==> config.mk <==
export PLATFORM = sky130hd
export DESIGN_NAME = pdm_demod
export DESIGN_NICKNAME = d
export VERILOG_FILES = /design/src/rtl/pdm_demod.sv
export SDC_FILE = /design/constraint.sdc
export NUM_CORES = 1
export LEC_CHECK = 0
export CAP_MARGIN = 10
export CORE_MARGIN = 2
export CORE_UTILIZATION = 51
export DETAILED_ROUTE_END_ITERATION = 8
export GPL_TIMING_DRIVEN = 1
export PLACE_DENSITY = 0.76
export SLEW_MARGIN = 5
export SYNTH_ARGS = -nofsm -noshare
export SYNTH_HDL_FRONTEND = slang
export SYNTH_SLANG_ARGS = --single-unit
export TNS_END_PERCENT = 1
==> constraint.sdc <==
create_clock -name clk -period 2.23 [get_ports clk]
set_clock_uncertainty 0.05 [all_clocks]
set_input_delay 0.446 -clock clk [delete_from_list [all_inputs] [get_ports clk]]
set_output_delay 0.446 -clock clk [all_outputs]
set_load 0.1 [all_outputs]
==> src/rtl/pdm_demod.sv <==
// pdm_demod: decimating PDM receiver.
// Counts ones over a window of 2^DEC_LOG2 qualified bits and presents the
// saturated count on a valid/ready output with a sticky overrun flag.
// sync restarts the window. The bit qualified in the sync cycle is the first
// bit of the new window.
module pdm_demod #(
   parameter int DEC_LOG2 = 5
) (
   input  logic                clk,
   input  logic                reset,
   input  logic                pdm_in,
   input  logic                pdm_valid,
   input  logic                sync,
   output logic [DEC_LOG2-1:0] sample_out,
   output logic                sample_valid,
   input  logic                sample_ready,
   output logic                overrun
);

   localparam logic [DEC_LOG2-1:0] WIN_LAST  = {DEC_LOG2{1'b1}};
   localparam logic [DEC_LOG2-1:0] WIN_ZERO  = {DEC_LOG2{1'b0}};
   localparam logic [DEC_LOG2-1:0] WIN_ONE   = {{(DEC_LOG2-1){1'b0}}, 1'b1};
   localparam logic [DEC_LOG2:0]   ONES_ZERO = {(DEC_LOG2+1){1'b0}};

   logic [DEC_LOG2-1:0] win_cnt_q,  win_cnt_d;
   logic [DEC_LOG2:0]   ones_cnt_q, ones_cnt_d;
   logic [DEC_LOG2-1:0] sample_q,   sample_d;
   logic                valid_q,    valid_d;
   logic                ovr_q,      ovr_d;

   logic [DEC_LOG2:0]   total_s;
   logic [DEC_LOG2-1:0] sat_s;
   logic [DEC_LOG2:0]   pdm_ext_s;
   logic                end_win_s;

   // Window total including the current bit, saturated to the output width.
   always_comb begin
      pdm_ext_s = {{DEC_LOG2{1'b0}}, pdm_in};
      total_s   = ones_cnt_q + pdm_ext_s;
      if (total_s[DEC_LOG2]) begin
         sat_s = WIN_LAST;
      end else begin
         sat_s = total_s[DEC_LOG2-1:0];
      end
      end_win_s = pdm_valid & ~sync & (win_cnt_q == WIN_LAST);
   end

   // Window and ones counters: sync restarts the window, qualified bits advance it.
   always_comb begin
      win_cnt_d  = win_cnt_q;
      ones_cnt_d = ones_cnt_q;
      if (sync) begin
         if (pdm_valid) begin
            win_cnt_d  = WIN_ONE;
            ones_cnt_d = pdm_ext_s;
         end else begin
            win_cnt_d  = WIN_ZERO;
            ones_cnt_d = ONES_ZERO;
         end
      end else if (pdm_valid) begin
         if (end_win_s) begin
            win_cnt_d  = WIN_ZERO;
            ones_cnt_d = ONES_ZERO;
         end else begin
            win_cnt_d  = win_cnt_q + WIN_ONE;
            ones_cnt_d = total_s;
         end
      end else begin
         win_cnt_d  = win_cnt_q;
         ones_cnt_d = ones_cnt_q;
      end
   end

   // Output handshake: newest sample wins, and an unconsumed overwrite sets overrun.
   always_comb begin
      sample_d = sample_q;
      valid_d  = valid_q;
      ovr_d    = ovr_q;
      if (end_win_s) begin
         sample_d = sat_s;
         valid_d  = 1'b1;
         if (valid_q && !sample_ready) begin
            ovr_d = 1'b1;
         end else begin
            ovr_d = ovr_q;
         end
      end else if (valid_q && sample_ready) begin
         valid_d = 1'b0;
      end else begin
         valid_d = valid_q;
      end
   end

   // State registers with synchronous reset.
   always_ff @(posedge clk) begin
      if (reset) begin
         win_cnt_q  <= WIN_ZERO;
         ones_cnt_q <= ONES_ZERO;
         sample_q   <= WIN_ZERO;
         valid_q    <= 1'b0;
         ovr_q      <= 1'b0;
      end else begin
         win_cnt_q  <= win_cnt_d;
         ones_cnt_q <= ones_cnt_d;
         sample_q   <= sample_d;
         valid_q    <= valid_d;
         ovr_q      <= ovr_d;
      end
   end

   assign sample_out   = sample_q;
   assign sample_valid = valid_q;
   assign overrun      = ovr_q;

endmodule

=== Word-level counts from Yosys, hierarchy flattened ===
Cells that the tools add are included.

* Memories kept: 0
* Bits in writable memories: 0
* Latch bits: 0
* Memory bits (read-only): 0
* Word-level logic and storage cells: 28
* Output and inout bits: 7
* Register bits after elaboration: 18

* Reduce and logical (&&, ||, !) cells: 6
* Shift-type cells: 0
* Add/sub/neg operators: 2
* Divide/modulo/power cells: 0
* Order comparisons: 0
* $mul: 0
* Bitwise gates (word level): 3
* Equality and inequality tests: 1
* Mux-type cells: 11

{| class="wikitable"
|+ Operator list
! operator !! number
|-
| $mux 5 || 4
|-
| $mux 6 || 3
|-
| $add 6x1->6 || 1
|-
| $add 5x1->5 const B || 1
|-
| $eq 5x5->1 const B || 1
|-
| $mux 1 || 4
|-
| $reduce_bool 2->1 || 2
|-
| $and 1x1->1 || 2
|-
| $logic_and 1x1->1 || 2
|-
| $reduce_and 2->1 || 1
|-
| $logic_not 1->1 || 1
|-
| $not 1->1 || 1
|}

=== Logic depth before layout (Yosys ltp) ===
Gate-level depths: netlist (run 1).

* Depth in word-level cells: 6
* Depth in mapped cells: 9
* Mapped depth without buffers: 7

=== Least setup slack after synthesis (run 1) ===
OpenSTA, ideal clock, no wires.

* Kind: reg-to-reg
* From: register win_cnt_q[0]
* To: register sample_q[2] (netlist: sample_out[2])
* Slack: 503 ps
* Setup time: 91 ps
* Arrival: 1,586 ps
* Stages on the path, launching flop included: 10
* Cell sequence: dfxtp_1 ha_1 and3_1 ha_1 buf_2 nand2_1 nor2_2 buf_4 nor2_1 a311oi_1

* Cells in the longest elaborated chain, start to end: 2

{| class="wikitable"
|+ RTL lines
! what !! line !! text
|-
| start, declared || 25 || <nowiki>logic [DEC_LOG2-1:0] win_cnt_q, win_cnt_d;</nowiki>
|-
| start signal, assigned || 103 || <nowiki>win_cnt_q <= win_cnt_d;</nowiki>
|-
| $eq 5x5->1 || 45 || <nowiki>end_win_s = pdm_valid & ~sync & (win_cnt_q == WIN_LAST);</nowiki>
|-
| $and 1x1->1 || 45 ||
|-
| end signal, assigned || 105 || <nowiki>sample_q <= sample_d;</nowiki>
|-
| end, declared || 27 || <nowiki>logic [DEC_LOG2-1:0] sample_q, sample_d;</nowiki>
|}

No other way between the ends.
A chain may end at the register's enable or synchronous reset.

=== Final worst setup path (run 1) ===
* From: register win_cnt_q[0]
* To: register win_cnt_q[3]

* Cells in the longest elaborated chain, start to end: 5

{| class="wikitable"
|+ RTL lines
! what !! line !! text
|-
| parallel branches: the longest is 2 deep, another holds $add 5x1->5 || -- ||
|-
| $mux 5 (*) || 61 || <nowiki>if (end_win_s) begin</nowiki>
|-
| $mux 5 (*) || 60 || <nowiki>end else if (pdm_valid) begin</nowiki>
|-
| $mux 5 (*) || 52 || <nowiki>if (sync) begin</nowiki>
|}

Every way passes the cells marked *. The select of a mux whose other input is x is not followed.

==> metrics, run 1 <==
DR vias/cell=5.67; Cell Area, Synth=861 um^2; gr usage total=20.2%; first-pass GRT wire length=2840 um; main area contributors after synthesis=dfxtp_1, nor2_1, ha_1; PD cells=525 mW/mm^2; Hold Crit Start=overrun; Compound-Gate Fraction of Synth Area=20.5%; Final Cell Area=0.00101 mm^2; Reg2Reg Setup Slack=380 ps; RSZ-0062 raised after global routing=no; Hold Crit Class=reg2reg; Post CTS Setup Buffer Count=0; largest net degree at the start of global routing=11; Post-DP Area=986 um^2; via count=720; Max clock buf depth=2; leakage=0.400 nW; cell family with most CP delay=simple AND/OR/NAND/NOR gates; post-synthesis mux area share=1.16%; simple-gate share of the synthesized area=20.8%; antenna violations before repair=0; CTS tree=yes; DIE HEIGHT=45.1 um; Num CTS Buffers=3; Die ar.=0.00203 mm^2; CTS H-tree lvls=1; # fillers=134; post_cts resized=0; DP HPWL=1230 um; adder-cell share of the synthesized area=5.81%; status=complete, no violations; dpl cells=124; cell row count=14; CTS Hold Bufs=0; Initial Util=55.8%; Final Util=65.4%; clock transition at the registers of the reported paths=90 ps; clock insertion delay at the later pin of the skew report=290 ps; slowest stage delay, CP=360 ps; EDFF count, synth=0; GRT busiest layer=met2; post-layout min period=1850 ps; largest family of logic cells by synthesized area=simple AND/OR/NAND/NOR gates; IO buf count=12; WL/cell=13.1 um; Synth Register Bits=18; Worst Tran Pin Value=479 ps; critical path class=reg2reg; setup TNS=0 ps; ANT nets after route=0; crit path from=win_cnt_q[0]; register area share after synthesis=41.9%; CP Launch Type=flip-flop; Synth Net Count=107; Crit Path Max Fanout=8; GRT met2 Usage=35.7%; Ports=13; xor/xnor share of the synthesized area=4.94%; Antenna Cells=0; CP bufs+invs=1; 1st-pass router iterations=4; share of async-settable or async-resettable flops after synthesis=0%; max-cap viol count=0; reg2reg start=win_cnt_q[0]; remaining global-route overflow=0; fmax=542 MHz; top_reg_cell synth=dfxtp_1; Cell variety after synth=31; crit path cell chain=ha_1, and3_1, ha_1, buf_4, nand2b_1, o31a_1, nor2_1; # setup viols final=0; final wirelength=1660 um; Final Hold Viols=0; clock sinks=18; Min-Delay Path Depth=2; Die X=45.1 um; Initial DRC Count=11; final estimated routing congestion in global placement=0.759; share of cells above drive strength 1=18.0%; Final period util=82.7%; Crit path top cell by count=ha_1; cell accounting for the most synthesized area=dfxtp_1; Avg Cell Area, Syn=8.87 um^2; slowest CP cell=dfxtp_1; Synth top cells by count=dfxtp_1, nor2_1, nand2_1, nand3_1, o21ai_0; Post-Layout Cell Count=127; top cell type's share of synthesized area=41.9%; met3 Use GR=7.20%; Worst slew margin=68.0%; cell depth of the worst flop-to-flop path=7; Root Buffer=clkbuf_4; met1 Usage GRT=21.3%; DRC=0; total power=529 uW; Placeable Area=0.00154 mm^2; Reg-to-Reg End=win_cnt_q[3]; maximum VDD drop=0.346 mV; Req. time, crit path=2410 ps; synth warn=0; Max Slew Vio Count=0; Critical Path AT=2030 ps; Final #Nets=123; hold worst-path end=overrun; area grow syn2layout=17.2%; cell count after synthesis=97; vias in the first global route=650; Setup crit end kind=flip-flop
[cell families (layout without fill, tap and decap cells)]
family	count (synthesis)	after routing
buf+inv	9	23
xor+xnor	4	4
compound gates	23	23
mux	1	1
simple gates	38	38
flops	18	18
fa+ha+maj	4	4
[power breakdown]
group          switching [mW]  internal [mW]  total, mW
Combinational          0.0242         0.0195     0.0437
Clock                  0.0953         0.0629      0.158
Sequential            0.00287          0.324      0.327
Total                   0.122          0.407      0.529
[cells in the final DEF, fill, tap and decap left out, drive strengths merged, types with 2 or more instances in the layout]
cell / count
dfxtp: 18
a31oi: 2
nor2: 19
clkdlybuf4s50: 5
a21oi: 4
o21ai: 5
and3: 2
xor2: 3
a2bb2oi: 2
a22oi: 2
ha: 4
a311oi: 5
clkbuf: 3
inv: 4
nor2b: 2
nand3: 6
nand2: 5
buf: 11
[flip-flops by register name (all words and copies together) (netlist names)]
signal and cells:
sample_out 5, overrun 1, ones_cnt_q 6, win_cnt_q 5, sample_valid 1
[through the flow]
step,setup WS (ps),hold WS [ps]
after floorplan,503,411
after global placement,217,403
after detailed placement,167,415
after CTS,396,438
after global routing,262,478
final,385,432
[worst max-delay path by stage]
stage / to / slack [ps] / cells past startpoint
after global routing: sample_out[0] / 260 / 7
after global placement: ones_cnt_q[4] / 220 / 7
after floorplan: sample_out[2] / 500 / 9
after detailed placement: ones_cnt_q[4] / 170 / 7
after CTS: sample_out[2] / 400 / 7
final: win_cnt_q[3] / 380 / 7
[area by class of cell]
class / instances / area, um^2 / area share [%]
clock buffers: 3 / 22.5 / 2.23
inverters: 4 / 15.0 / 1.49
multi-input cells: 70 / 458 / 45.4
flip-flops and latches: 18 / 360 / 35.7
well taps: 16 / 20.0 / 1.99
repair buffers: 16 / 133 / 13.2
[layer usage]
layer / vias up / share of wire [%]
li1: 373 / -
met4: 0 / 1.6
met3: 5 / 4.4
met2: 12 / 51
met1: 330 / 43
met5: - / 0
[worst min-delay path, cell delays in order (launching register included)]
cell and delay, ps:
dfxtp_1 340, a31oi_1 40, nor2_1 70
Note: power is estimated with default switching activity, not from simulation.
==> run 2: changes to the inputs <==
- CORE_UTILIZATION: 51 -> 46
- PLACE_DENSITY: 0.76 -> 0.72
- clock period: 2.23 -> 1.5 ns (I/O delays scaled with it)
==> metrics, run 2 (synthesis results as in run 1) <==
status=complete, but fails checks; violated checks=setup timing; Req. time, crit path=1700 ps (-710 ps); leakage=0.537 nW (+34%); cell depth of the worst flop-to-flop path=8 (+1); # fillers=121 (-9.7%); first-pass GRT wire length=3720 um (+31%); Gate power share=10.7% (+2.4 points); Worst Tran Pin Value=230 ps (-249 ps); Initial DRC Count=6 (-5); antenna violations before repair=0 (unchanged); final estimated routing congestion in global placement=0.843 (+11%); hold worst-path end=ones_cnt_q[5]; Die ar.=0.00223 mm^2 (+9.9%); Max clock buf depth=2 (unchanged); maximum VDD drop=0.557 mV (+61%); Final Util=78.7% (+13 points); vias in the first global route=850 (+31%); post-layout min period=1540 ps (-307 ps); fmax=650 MHz (+20%); most frequent cells in the layout=buf_4, nor2_1, dfxtp_1, buf_12, nand3_1; Hold Crit Class=reg2reg; Num CTS Buffers=3 (unchanged); DP HPWL=1590 um (+29%); largest net degree at the start of global routing=11 (unchanged); Worst slew margin=84.6% (+17 points); Final period util=103% (+20 points); # setup viols final=6 (+6); area grow syn2layout=59.6%; Hold Crit Start=ones_cnt_q[5]; PD cells=651 mW/mm^2 (+24%); Crit Path Max Fanout=5 (-3); DR vias/cell=5.39 (-5.0%); remaining global-route overflow=0 (unchanged); clock sinks=18 (unchanged); critical path class=reg2reg; Switching Share=24.0% (+0.90 points); Ports=13 (unchanged); RSZ-0062 raised after global routing=yes; 1st-pass router iterations=4 (unchanged); max-cap viol count=0 (unchanged); clock insertion delay at the later pin of the skew report=300 ps (about the same); max FFs per register=6 (unchanged); Min-Delay Path Depth=2 (unchanged); gr usage total=24.9% (+4.8 points); via count=846 (+18%); DP Worst Slack=-465 ps (-632 ps); commonest non-fill, non-tap cell in the layout=buf_4; most flop-heavy register=ones_cnt_q; Final #Nets=143 (+16%); Psw=215 uW (+76%); clock network power share=34.7% (+4.8 points); DRC=0 (unchanged); Initial Util=49.3% (-6.5 points); CP Launch Type=flip-flop; Setup crit end kind=flip-flop; Die X=47.3 um (+4.8%); Post-DP Area=0.00126 mm^2 (+28%); WL/cell=14.3 um (+9.4%); Final Hold Viols=0 (unchanged); Internal Power=679 uW (+67%); Critical Path AT=1730 ps (-300 ps); Reg-to-Reg End=overrun; area taken by multi-input logic gates=566 um^2 (+23%); final wirelength=2240 um (+35%); Placeable Area=0.00175 mm^2 (+13%); Root Buffer=clkbuf_4; setup TNS=-171 ps (-171 ps); DIE HEIGHT=47.3 um (+4.8%); CTS H-tree lvls=1 (unchanged); part of the power in registers=54.6% (-7.2 points); register area=364 um^2 (+1.0%); Antenna Cells=0 (unchanged); clock transition at the registers of the reported paths=100 ps (about the same); share of cells above drive strength 1=42.4% (+24 points); Final Cell Area=0.00137 mm^2 (+36%); worst hold slack=488 ps (+55.4 ps); Final WS setup=-37.8 ps (-423 ps); IO buf count=12 (unchanged); reg2reg start=win_cnt_q[1]; CTS Hold Bufs=0 (unchanged); ANT nets after route=0 (unchanged); CTS tree=yes; Reg2Reg Setup Slack=-40 ps (-420 ps); Max Slew Vio Count=0 (unchanged); cell row count=15 (+1)
## run 2: per-layer routing
metal	wire (um)	vias to the layer above	global-route usage, %
met4	65	0	17.2
met1	893	404	26.1
li1	-	420	-
met3	37	8	3.85
met2	1250	14	44.9
met5	0	-	0
## run 2: power groups by stage
stage          logic, mW  clock network (mW)  registers (mW)
4_1_cts           0.0920               0.317           0.487
3_3_place_gp      0.0846                   0           0.497
3_5_place_dp      0.0856                   0           0.498
5_1_grt            0.105               0.340           0.488
2_1_floorplan     0.0392                   0           0.498
6_report          0.0959               0.311           0.488
## run 2: final cells by class
cell class | instances | share of cell area, %
Clock buffer | 4 | 2.64
Inverter | 4 | 1.09
Multi-Input combinational cell | 71 | 41.2
Sequential cell | 18 | 26.5
Tap cell | 25 | 2.28
Timing Repair Buffer | 35 | 26.3
## run 2: critical path: stages, from the launching register on
cell and delay (ps):
dfxtp_2 370, ha_4 130, and3_4 190, ha_4 170
nand2_4 80, nor2_4 190, buf_4 140, a31oi_1 80
nor2_1 90
## run 2: through the flow
step           power (mW)  cells
6_report            0.894    157
5_1_grt             0.933    157
4_1_cts             0.896    157
3_5_place_dp        0.583    151
3_3_place_gp        0.582    151
2_1_floorplan       0.537     97
## run 2: how the worst max path moves through the flow
stage                            start       endpoint  slack (ps)
after floorplan           win_cnt_q[0]  sample_out[2]         -70
after global placement          pdm_in  ones_cnt_q[4]        -330
after detailed placement        pdm_in  ones_cnt_q[4]        -470
after CTS                 win_cnt_q[1]  sample_out[1]         -20
after global routing      win_cnt_q[1]  sample_out[1]         -90
final                     win_cnt_q[1]        overrun         -40
## run 2: repair_timing
action                     CTS  global route
gates cloned                 1             0
pin swaps                    3             3
setup buffers                1             0
gates resized for setup      9             8
setup endpoints to repair   13            14
==> run 3: changes to the inputs <==
- SETUP_SLACK_MARGIN: default -> 0.05
==> metrics, run 3 (synthesis results as in run 1) <==
max-cap viol count=0 (unchanged); Req. time, crit path=1700 ps (about the same); # setup viols final=5 (-1); commonest non-fill, non-tap cell in the layout=buf_4; first-pass GRT wire length=3730 um (+0.19%); Root Buffer=clkbuf_4; Antenna Cells=0 (unchanged); Max clock buf depth=2 (unchanged); Final WS setup=-38.6 ps (-0.770 ps); IO buf count=12 (unchanged); clock insertion delay at the later pin of the skew report=310 ps (about the same); CTS H-tree lvls=1 (unchanged); cell row count=15 (unchanged); Initial Util=49.3% (unchanged); hold worst-path end=sample_out[2]; WL/cell=15.1 um (+5.3%); remaining global-route overflow=0 (unchanged); clock sinks=18 (unchanged); critical path class=reg2reg; vias in the first global route=852 (+0.24%); Crit Path Max Fanout=5 (unchanged); area grow syn2layout=61.3%; DR vias/cell=5.38 (-0.24%); Worst slew margin=83.8% (-0.87 points); Max Slew Vio Count=0 (unchanged); Placeable Area=0.00175 mm^2 (unchanged); share of cells above drive strength 1=43.9% (+1.5 points); Ports=13 (unchanged); CP Launch Type=flip-flop; setup TNS=-112 ps (+58.4 ps); CTS tree=yes; Hold Crit Class=reg2reg; most frequent cells in the layout=buf_4, nor2_1, dfxtp_1, buf_12; met3 Use GR=3.85% (unchanged); total power=899 uW (+0.57%); GRT met2 Usage=44.9% (unchanged); most flop-heavy register=ones_cnt_q; clock transition at the registers of the reported paths=110 ps (about the same); Reg-to-Reg End=ones_cnt_q[2]; Final period util=103% (about the same); Initial DRC Count=8 (+2); reg2reg start=win_cnt_q[1]; Worst Tran Pin Value=241 ps (+10.9 ps); DRC=0 (unchanged); Min-Delay Path Depth=2 (unchanged); CTS Hold Bufs=0 (unchanged); via count=844 (-0.24%); PD cells=648 mW/mm^2 (-0.52%); DIE HEIGHT=47.3 um (unchanged); Reg2Reg Setup Slack=-40 ps (about the same); DP HPWL=1590 um (unchanged); Die ar.=0.00223 mm^2 (unchanged); GRT busiest layer=met2; leakage=0.538 nW (+0.29%); antenna violations before repair=0 (unchanged); final wirelength=2360 um (+5.3%); Num CTS Buffers=3 (unchanged); met1 Usage GRT=26.3% (+0.23 points); gr usage total=25.0% (+0.078 points); final estimated routing congestion in global placement=0.843 (unchanged); largest net degree at the start of global routing=11 (unchanged); cell depth of the worst flop-to-flop path=7 (-1); Final Hold Viols=0 (unchanged); Final Cell Area=0.00139 mm^2 (+1.1%); maximum VDD drop=0.572 mV (+2.8%); Final #Nets=143 (unchanged); Post-DP Area=0.00126 mm^2 (unchanged); Die X=47.3 um (unchanged); Hold Crit Start=sample_out[2]; RSZ-0062 raised after global routing=yes; post-layout min period=1540 ps (+0.770 ps); 1st-pass router iterations=4 (unchanged); status=complete, but fails checks; violated checks=setup timing; fmax=650 MHz (about the same); max FFs per register=6 (unchanged); Critical Path AT=1740 ps (about the same); ANT nets after route=0 (unchanged); Setup crit end kind=flip-flop
## run 3: per-layer routing
| metal | vias up | share of wire [%] |
|---|---|---|
| met5 | - | 0 |
| met4 | 0 | 3.3 |
| met3 | 9 | 2.4 |
| met2 | 18 | 54 |
| met1 | 402 | 40 |
| li1 | 415 | - |
## run 3: how the worst max path moves through the flow
stage | from | endpoint
final | win_cnt_q[1] | ones_cnt_q[2]
after global routing | win_cnt_q[1] | ones_cnt_q[2]
after CTS | win_cnt_q[1] | sample_out[1]
after detailed placement | pdm_in | ones_cnt_q[4]
after global placement | pdm_in | ones_cnt_q[4]
after floorplan | win_cnt_q[0] | sample_out[2]
## run 3: power breakdown
part | internal (mW) | switching, mW
clock network | 0.148 | 0.166
logic | 0.0485 | 0.0489
registers | 0.483 | 0.00482
## run 3: timing repair
item,in CTS,in global routing
cloned,1,0
endpoints found under the setup margin,15,16
resized for setup,9,11
buffers inserted,1,0
pin swaps,7,8
## run 3: cell type report
class                   count  area [um^2]
flip-flops and latches     18          364
multi-input cells          71          577
inverters                   4         15.0
clock buffers               4         36.3
well taps                  25         31.3
fillers                   118          357
repair buffers             35          365
## run 3: worst max-delay path, cell delays in order (launching register included)
cell     delay [ps]
dfxtp_2         350
ha_4            150
and3_4          150
ha_4            180
buf_4           140
o21ai_0         220
a22oi_1         130
nor2_1          110
## run 3: through the flow
stage	setup slack, ps	instances	hold WS [ps]	utilization [%]
global route	-118	157	510	79.6
floorplan	-66.9	97	417	-
detailed placement	-465	151	474	72.5
CTS	1.04	157	489	77.7
global placement	-334	151	461	72.5
finish	-38.6	157	487	79.6
